===== config.mk =====
export PLATFORM = sky130hd
export DESIGN_NAME = wb_arbiter
export DESIGN_NICKNAME = d
export VERILOG_FILES = /design/src/rtl/wb_arbiter_pkg.sv /design/src/rtl/wb_arbiter_chan_fifo.sv /design/src/rtl/wb_arbiter.sv
export SDC_FILE = /design/constraint.sdc
export NUM_CORES = 1
export LEC_CHECK = 0
export ABC_CLOCK_PERIOD_IN_PS = 11440
export CAP_MARGIN = 20
export CORE_MARGIN = 1.5
export CORE_UTILIZATION = 59
export DETAILED_ROUTE_END_ITERATION = 10
export GPL_TIMING_DRIVEN = 1
export HOLD_SLACK_MARGIN = 0.05
export PLACE_DENSITY = 0.89
export SLEW_MARGIN = 20
export SYNTH_ARGS = -nofsm -noshare
export SYNTH_HDL_FRONTEND = slang
export SYNTH_SLANG_ARGS = --single-unit

===== constraint.sdc =====
create_clock -name clk -period 11.44 [get_ports clk]
set_input_delay 2.288 -clock clk [delete_from_list [all_inputs] [get_ports clk]]
set_output_delay 2.288 -clock clk [all_outputs]
set_load 0.03 [all_outputs]

===== src/rtl/wb_arbiter_pkg.sv =====
// Shared types for the writeback arbiter: request payload, result-select codes,
// arbitration modes and the writeback data selector.
package wb_arbiter_pkg;

  typedef enum logic [1:0] {
    RESULT_ALU = 2'b00,
    RESULT_MEM = 2'b01,
    RESULT_PC  = 2'b10
  } result_sel_t;

  typedef enum logic {
    ARB_FIXED = 1'b0,
    ARB_RR    = 1'b1
  } arb_mode_t;

  typedef struct packed {
    logic        RegW;
    logic [4:0]  rd;
    logic [1:0]  ResultSelect;
    logic [31:0] ALUResult;
    logic [31:0] MemData;
    logic [31:0] PC4;
  } wb_req_t;

  // Unused select code 2'b11 falls back to the ALU result.
  function automatic logic [31:0] wb_result(input wb_req_t r);
    case (r.ResultSelect)
      RESULT_MEM: return r.MemData;
      RESULT_PC:  return r.PC4;
      default:    return r.ALUResult;
    endcase
  endfunction

endpackage


===== src/rtl/wb_arbiter_chan_fifo.sv =====
// Per-channel request queue: power-of-two depth circular buffer, no pop bypass.
module wb_chan_fifo
  import wb_arbiter_pkg::*;
#(
  parameter int unsigned QDEPTH = 2
) (
  input  logic    clk,
  input  logic    rst,
  input  logic    push,
  input  logic    pop,
  input  wb_req_t din,
  output logic    full,
  output logic    empty,
  output wb_req_t head
);

  localparam int unsigned AW = $clog2(QDEPTH);

  wb_req_t        mem [QDEPTH];
  logic [AW-1:0]  wptr;
  logic [AW-1:0]  rptr;
  logic [AW:0]    count;
  logic           do_push;
  logic           do_pop;

  assign do_push = push && !full;
  assign do_pop  = pop && !empty;
  assign full    = (count == (AW+1)'(QDEPTH));
  assign empty   = (count == '0);
  assign head    = mem[rptr];

  always_ff @(posedge clk or posedge rst) begin
    if (rst) begin
      wptr  <= '0;
      rptr  <= '0;
      count <= '0;
    end else begin
      if (do_push) wptr <= wptr + 1'b1;
      if (do_pop)  rptr <= rptr + 1'b1;
      case ({do_push, do_pop})
        2'b10:   count <= count + 1'b1;
        2'b01:   count <= count - 1'b1;
        default: ;
      endcase
    end
  end

  always_ff @(posedge clk) begin
    if (do_push) mem[wptr] <= din;
  end

endmodule


===== src/rtl/wb_arbiter.sv =====
// Writeback arbiter: NUM_CH request queues share one register-file write port,
// granted by fixed priority or round robin, with registered WE3/A3/WD3.
module wb_arbiter
  import wb_arbiter_pkg::*;
#(
  parameter int unsigned NUM_CH   = 2,
  parameter int unsigned QDEPTH   = 2,
  parameter arb_mode_t   ARB_MODE = ARB_FIXED
) (
  input  logic                     clk,
  input  logic                     rst,
  input  logic [NUM_CH-1:0]        ch_valid,
  output logic [NUM_CH-1:0]        ch_ready,
  input  wb_req_t [NUM_CH-1:0]     ch_req,
  output logic                     WE3,
  output logic [4:0]               A3,
  output logic [31:0]              WD3,
  output logic [$clog2(NUM_CH):0]  wb_ch
);

  localparam int unsigned CHW = $clog2(NUM_CH) + 1;

  logic [NUM_CH-1:0] full;
  logic [NUM_CH-1:0] empty;
  logic [NUM_CH-1:0] pop;
  wb_req_t           head [NUM_CH];
  logic [CHW-1:0]    last_grant;
  logic [CHW-1:0]    grant;
  logic              any_grant;
  wb_req_t           sel_req;
  int unsigned       idx;

  for (genvar i = 0; i < NUM_CH; i++) begin : g_ch
    wb_chan_fifo #(.QDEPTH(QDEPTH)) u_fifo (
      .clk   (clk),
      .rst   (rst),
      .push  (ch_valid[i]),
      .pop   (pop[i]),
      .din   (ch_req[i]),
      .full  (full[i]),
      .empty (empty[i]),
      .head  (head[i])
    );
  end

  assign ch_ready = ~full;

  // Walk channels in priority order; the inner loop keeps every index constant.
  always_comb begin
    any_grant = 1'b0;
    grant     = '0;
    sel_req   = '0;
    pop       = '0;
    idx       = 0;
    for (int unsigned k = 0; k < NUM_CH; k++) begin
      idx = (ARB_MODE == ARB_RR) ? (32'(last_grant) + 1 + k) % NUM_CH : k;
      for (int unsigned j = 0; j < NUM_CH; j++) begin
        if (!any_grant && !empty[j] && (j == idx)) begin
          any_grant = 1'b1;
          grant     = CHW'(j);
          sel_req   = head[j];
        end
      end
    end
    for (int unsigned j = 0; j < NUM_CH; j++) begin
      pop[j] = any_grant && (grant == CHW'(j));
    end
  end

  always_ff @(posedge clk or posedge rst) begin
    if (rst) begin
      last_grant <= CHW'(NUM_CH - 1);
    end else if (any_grant) begin
      last_grant <= grant;
    end
  end

  always_ff @(posedge clk or posedge rst) begin
    if (rst) begin
      WE3   <= 1'b0;
      A3    <= '0;
      WD3   <= '0;
      wb_ch <= '0;
    end else if (any_grant) begin
      WE3   <= sel_req.RegW && (sel_req.rd != '0);
      A3    <= sel_req.rd;
      WD3   <= wb_result(sel_req);
      wb_ch <= grant;
    end else begin
      WE3   <= 1'b0;
    end
  end

endmodule


---- Word level (Yosys, flattened, before mapping) ----
Memories as Yosys holds them, arrays and structs flattened.
Index checks and enable logic that the tools add are counted.
cells by class
  $mul .................................... 0
  reductions and logical operators ........ 18
  shift operators ......................... 0
  mux-type cells .......................... 13
  eq/ne operators ......................... 9
  add/sub/neg operators ................... 8
  bitwise logic cells ..................... 1
  div/mod/pow operators ................... 0
  $lt $le $gt $ge ......................... 0
operator list
  cell                                                                count
  104-bit two-way mux                                                 2
  32-bit one-hot mux with 2 select lines                              1
  2-bit == test, second input constant                                5
  1-bit logical AND                                                   8
  1-bit two-way mux                                                   8
  2-bit one-hot mux with 2 select lines                               2
  2-bit by 1-bit == test with 1-bit output, second input constant     3
  2-bit zero test                                                     3
  5-bit nonzero test                                                  1
  1-bit adder, second input constant                                  4
  2-bit by 1-bit adder with 2-bit output, second input constant       2
  1-bit zero test                                                     4
  2-bit nonzero test                                                  2
  2-bit by 1-bit subtractor with 2-bit output, second input constant  2
  2-bit inverter                                                      1
  1-bit == test, second input constant                                1
word-level totals
  flip-flop bits (word level) ............. 48
  word-level logic and storage cells ...... 61
  bits in writable memories ............... 416
  memories kept ........................... 2
  input port bits ......................... 212
  memory bits (read-only) ................. 0
  output and inout bits ................... 42
  bits in latches ......................... 0
memory list
  name                words  bits a word  read ports  clocked after Yosys merged registers in  wr ports  line                        source
  g_ch[0].u_fifo.mem  2      104          1           0                                        1         wb_arbiter_chan_fifo.sv:19  wb_req_t mem [QDEPTH];
  g_ch[1].u_fifo.mem  2      104          1           0                                        1         wb_arbiter_chan_fifo.sv:19

---- Depth between registers and ports, before layout ----
  depth in word-level cells ............... 9
  mapped depth ............................ 13
  mapped depth without buffers ............ 9

---- By module ----
From an unflattened synthesis, not the netlist that was laid out.
unflattened totals
  cells, all modules ...................... 994
  area total of the unflattened synthesis .. 19,122.1 um2
modules (own cells, without submodules)
  module        area each (um2)  cells an instance  seq. area each (um2)  instances
  wb_chan_fifo  7,953.9          343                6,346.1               2
  wb_arbiter    3,214.3          308                975.9                 1

---- Least setup slack after synthesis ----
Ideal clock, no wire load.
  path type ............................... input-to-reg
  start ................................... input port ch_valid[1]
  end ..................................... memory g_ch[1].u_fifo.mem[0][0] (netlist bit) (enable)
  data required time ...................... 10.872 ns
  buffers on the path ..................... 0
  library setup time ...................... 0.568 ns
  setup slack ............................. 4.150 ns
  stages .................................. 2
  arrival time ............................ 6.721 ns
  cell sequence ........................... nand2_1 > nor2_1
on the way
  cells in the longest elaborated chain, start to end .. 3
RTL lines
  what                                     line                        source
  start, declared                          wb_arbiter.sv:12            input logic [NUM_CH-1:0] ch_valid,
  1-bit logical AND                        wb_arbiter_chan_fifo.sv:26  assign do_push = push && !full;
  1-bit two-way mux                        wb_arbiter_chan_fifo.sv:49  if (do_push) mem[wptr] <= din;
  1-bit two-way mux (not written as such)  wb_arbiter_chan_fifo.sv:49
  end, declared                            wb_arbiter_chan_fifo.sv:19
Every way passes these cells.

---- Worst setup path after layout ----
  start ................................... input port ch_valid[1]
  end ..................................... memory g_ch[1].u_fifo.mem[0][98] (netlist bit) (enable)
The elaborated chain is that of the path after synthesis.

==> impl_results.md <==
- Status: finished, final reports clean
- Die area: between 30,000 and 40,000 um2
- Clk Latency, worst-skew pair: roughly 0.53 ns
- Post-CTS Setup Bufs: 0
- Pre-CTS WS: 6.60 ns
- Post-route minimum period: between 4 and 5 ns
- H-tree depth: 2
- Remaining DRCs: 0
- Critical path arrival: 4.49 ns
- Synth warnings: 0
- Synth Net Count: 1,164
- Final hold viol count: 0
- Maximum clock path buffer count: 3
- Worst slew pin tran: 1.10 ns
- DR iter-0 viols: around 1,200
- Chip height: between 150 and 200 um
- Cells on worst reg2reg path: 9
- Post-layout util: 74.0%
- DR pass1 iterations: 5
- DR vias/cell: between 6 and 7
- Type of origin of the critical path: input pin
- Cts hold-fix bufs: 0
- Post-DP HPWL: about 25 mm
- Gr ovfl total: 0
- FP Rows: 63
- CTS sink count: 463
- Total Neg Setup Slack: 0 ns
- Vias in the first global route: 10,500
- DR WL/cell: between 20 and 25 um
- Syn avg cell area: about 19 um2
- Hold_sp: A3[0]
- Initial antenna violation count: 7
- Synthesis-to-finish area growth: 23.2%
- Num ports: roughly 250
- Final period util: 37.9%
- Synth Register Bits: ~460
- Layout cells sized above 1: roughly a tenth
- Static leakage: roughly 7.9 nW
- Max VDD drop: approximately 140 uV
- Total Wirelength: roughly 40 mm
- Slew Limit Fails: 0
- Nets@finish: about 1,400
- First-pass GRT wire length: ~60 mm
- Die Width: roughly 180 um
- Max-cap violation count: 0
- CTS root buf: clkbuf_16
- Register area share after synthesis: about three quarters
- RSZ-0062 raised after global routing: no
- Largest net degree at the start of global routing: 75
- Cell Area, Synth: 17,800 um2
- Worst hold path type: flop to flop
- Critical Setup Path Class: input pin to flop
- Total CTS buffers: 44
- Rel. slew slack: between 20% and 30%
- Synth Instances: ~950
- Hold Slack: 0.479 ns
- Post-CTS resize count: 0
- Hold depth: 1
- CTS tree: built
- Worst setup EP type: flop
- PortBufs: roughly 250
- Final setup margin: 7.10 ns
- Final Skew: approximately 0.0094 ns
- Crit Reg-Reg Endpoint: WD3[31]
- Final RePlAce weighted congestion: 0.780
- Reg2reg start: g_ch[0].u_fifo.count[1]
- Maximum clock frequency: ~230 MHz
- Hold Crit Endpoint: A3[0]
- Final ANT Viol Nets: 0
- GR Util All Layers: about a quarter
- Setup violation total in the final timing report: 0
- Worst endpoint required time: approximately 12 ns
- PD cells: ~290 nW/um2
- Starting Density: roughly three fifths
- Core area: roughly 30,000 um2
- Clock slew at reported path FFs: around 0.060 ns
- Distinct cell type count after synthesis: 33
- Worst Path Max Fanout: 54
- R2r setup slk: ~8 ns
- Vias: around 10,000
## cell type report
cell class,count,area (um2)
fillers,1702,7730
flip-flops and latches,463,13700
clock inverters,13,82.6
well taps,390,488
clock buffers,67,1250
repair buffers,265,2620
multi-input cells,418,3840
diodes,7,17.5
inverters,5,18.8
## logic make-up after synthesis
kind of cell | synth area share [%]
AOI/OAI and AO/OA | 7.92
xor gates and xnor gates | 0.491
adders and majority gates | 0.280
buffers and inverters | 2.19
DFF | 76.6
muxes | 11.9
other | 0.0210
and+or+nand+nor | 0.631
## worst max-delay path by stage
stage | start | end | slack (ns) | cells after the start
2_1_floorplan | ch_valid[1] | g_ch[1].u_fifo.mem[0][0] | 4.15 | 2
3_3_place_gp | ch_valid[0] | g_ch[0].u_fifo.mem[0][1] | 6.68 | 5
3_5_place_dp | ch_valid[1] | g_ch[1].u_fifo.mem[0][101] | 6.60 | 5
4_1_cts | ch_valid[1] | g_ch[1].u_fifo.mem[0][103] | 7.15 | 5
5_1_grt | ch_valid[1] | g_ch[1].u_fifo.mem[0][50] | 7.02 | 5
6_report | ch_valid[1] | g_ch[1].u_fifo.mem[0][98] | 7.10 | 5
## state kept, by name, summed over array words and instances, names as in the netlist
register / cells
g_ch.u_fifo.mem: 416
WD3: 32
A3: 5
g_ch.u_fifo.count: 4
g_ch.u_fifo.rptr: 2
g_ch.u_fifo.wptr: 2
WE3: 1
wb_ch: 1
## power breakdown
group / switching, mW / internal, mW / total, mW
Combinational: 1.29 / 1.03 / 2.31
Sequential: 0.260 / 2.36 / 2.62
Clock: 0.579 / 0.773 / 1.35
Total: 2.12 / 4.16 / 6.28
## layout by cell type (no fill, tap or decap), types with 6 or more instances in the layout
master,instances
mux2_2,32
clkinv_2,6
clkbuf_16,45
o22ai_1,36
mux2i_1,176
o221ai_1,32
dfrtp_1,45
a221o_1,32
xnor2_1,8
clkinv_1,6
o21bai_1,32
diode_2,7
buf_4,13
edfxtp_1,416
a22o_1,32
clkbuf_1,18
nand2_1,8
clkdlybuf4s50_1,252
## cell usage after synthesis
cell type	count	area, um2
a21o_1	2	15.0
a221o_1	32	320
a22o_1	32	280
and2_4	1	8.76
and3_1	2	12.5
buf_2	25	125
buf_4	11	82.6
buf_6	8	90.1
clkbuf_1	16	60.1
clkbuf_4	2	15.0
conb_1	1	3.75
dfrtp_1	47	1180
edfxtp_1	416	12500
ha_1	4	50.1
inv_1	4	15.0
inv_2	1	3.75
mux2_2	32	360
mux2i_1	176	1760
nand2_1	9	33.8
nand2b_1	2	12.5
nand3_1	1	5.00
nor2_1	5	18.8
nor2_2	1	6.26
nor3_1	1	5.00
nor3_2	1	10.0
o21ai_2	1	8.76
o21bai_1	32	240
o221ai_1	32	280
o22a_1	4	35.0
o22ai_1	36	225
o31a_1	1	8.76
xnor2_1	8	70.1
xor2_1	2	17.5
## layer usage
layer / wire [um] / global-route usage [%]
met5: 17 / 0
met2: 20300 / 43.6
met3: 3580 / 5.61
met1: 15400 / 33.4
met4: 1040 / 8.69
## worst max-delay path, cell delays in order
cell and delay [ns]:
clkdlybuf4s50_1 0.49, nand2_1 0.15, nor2_4 0.11, buf_4 0.61, buf_4 0.71
## through the flow
step	power, mW	area, um2	std cells
after global placement	4.84	20600	1541
after detailed placement	4.95	20600	1541
after global routing	6.55	22000	1624
after floorplan	4.25	17800	948
after CTS	6.30	22000	1621
final	6.28	22000	1628
(Power assumes the default switching activity.)
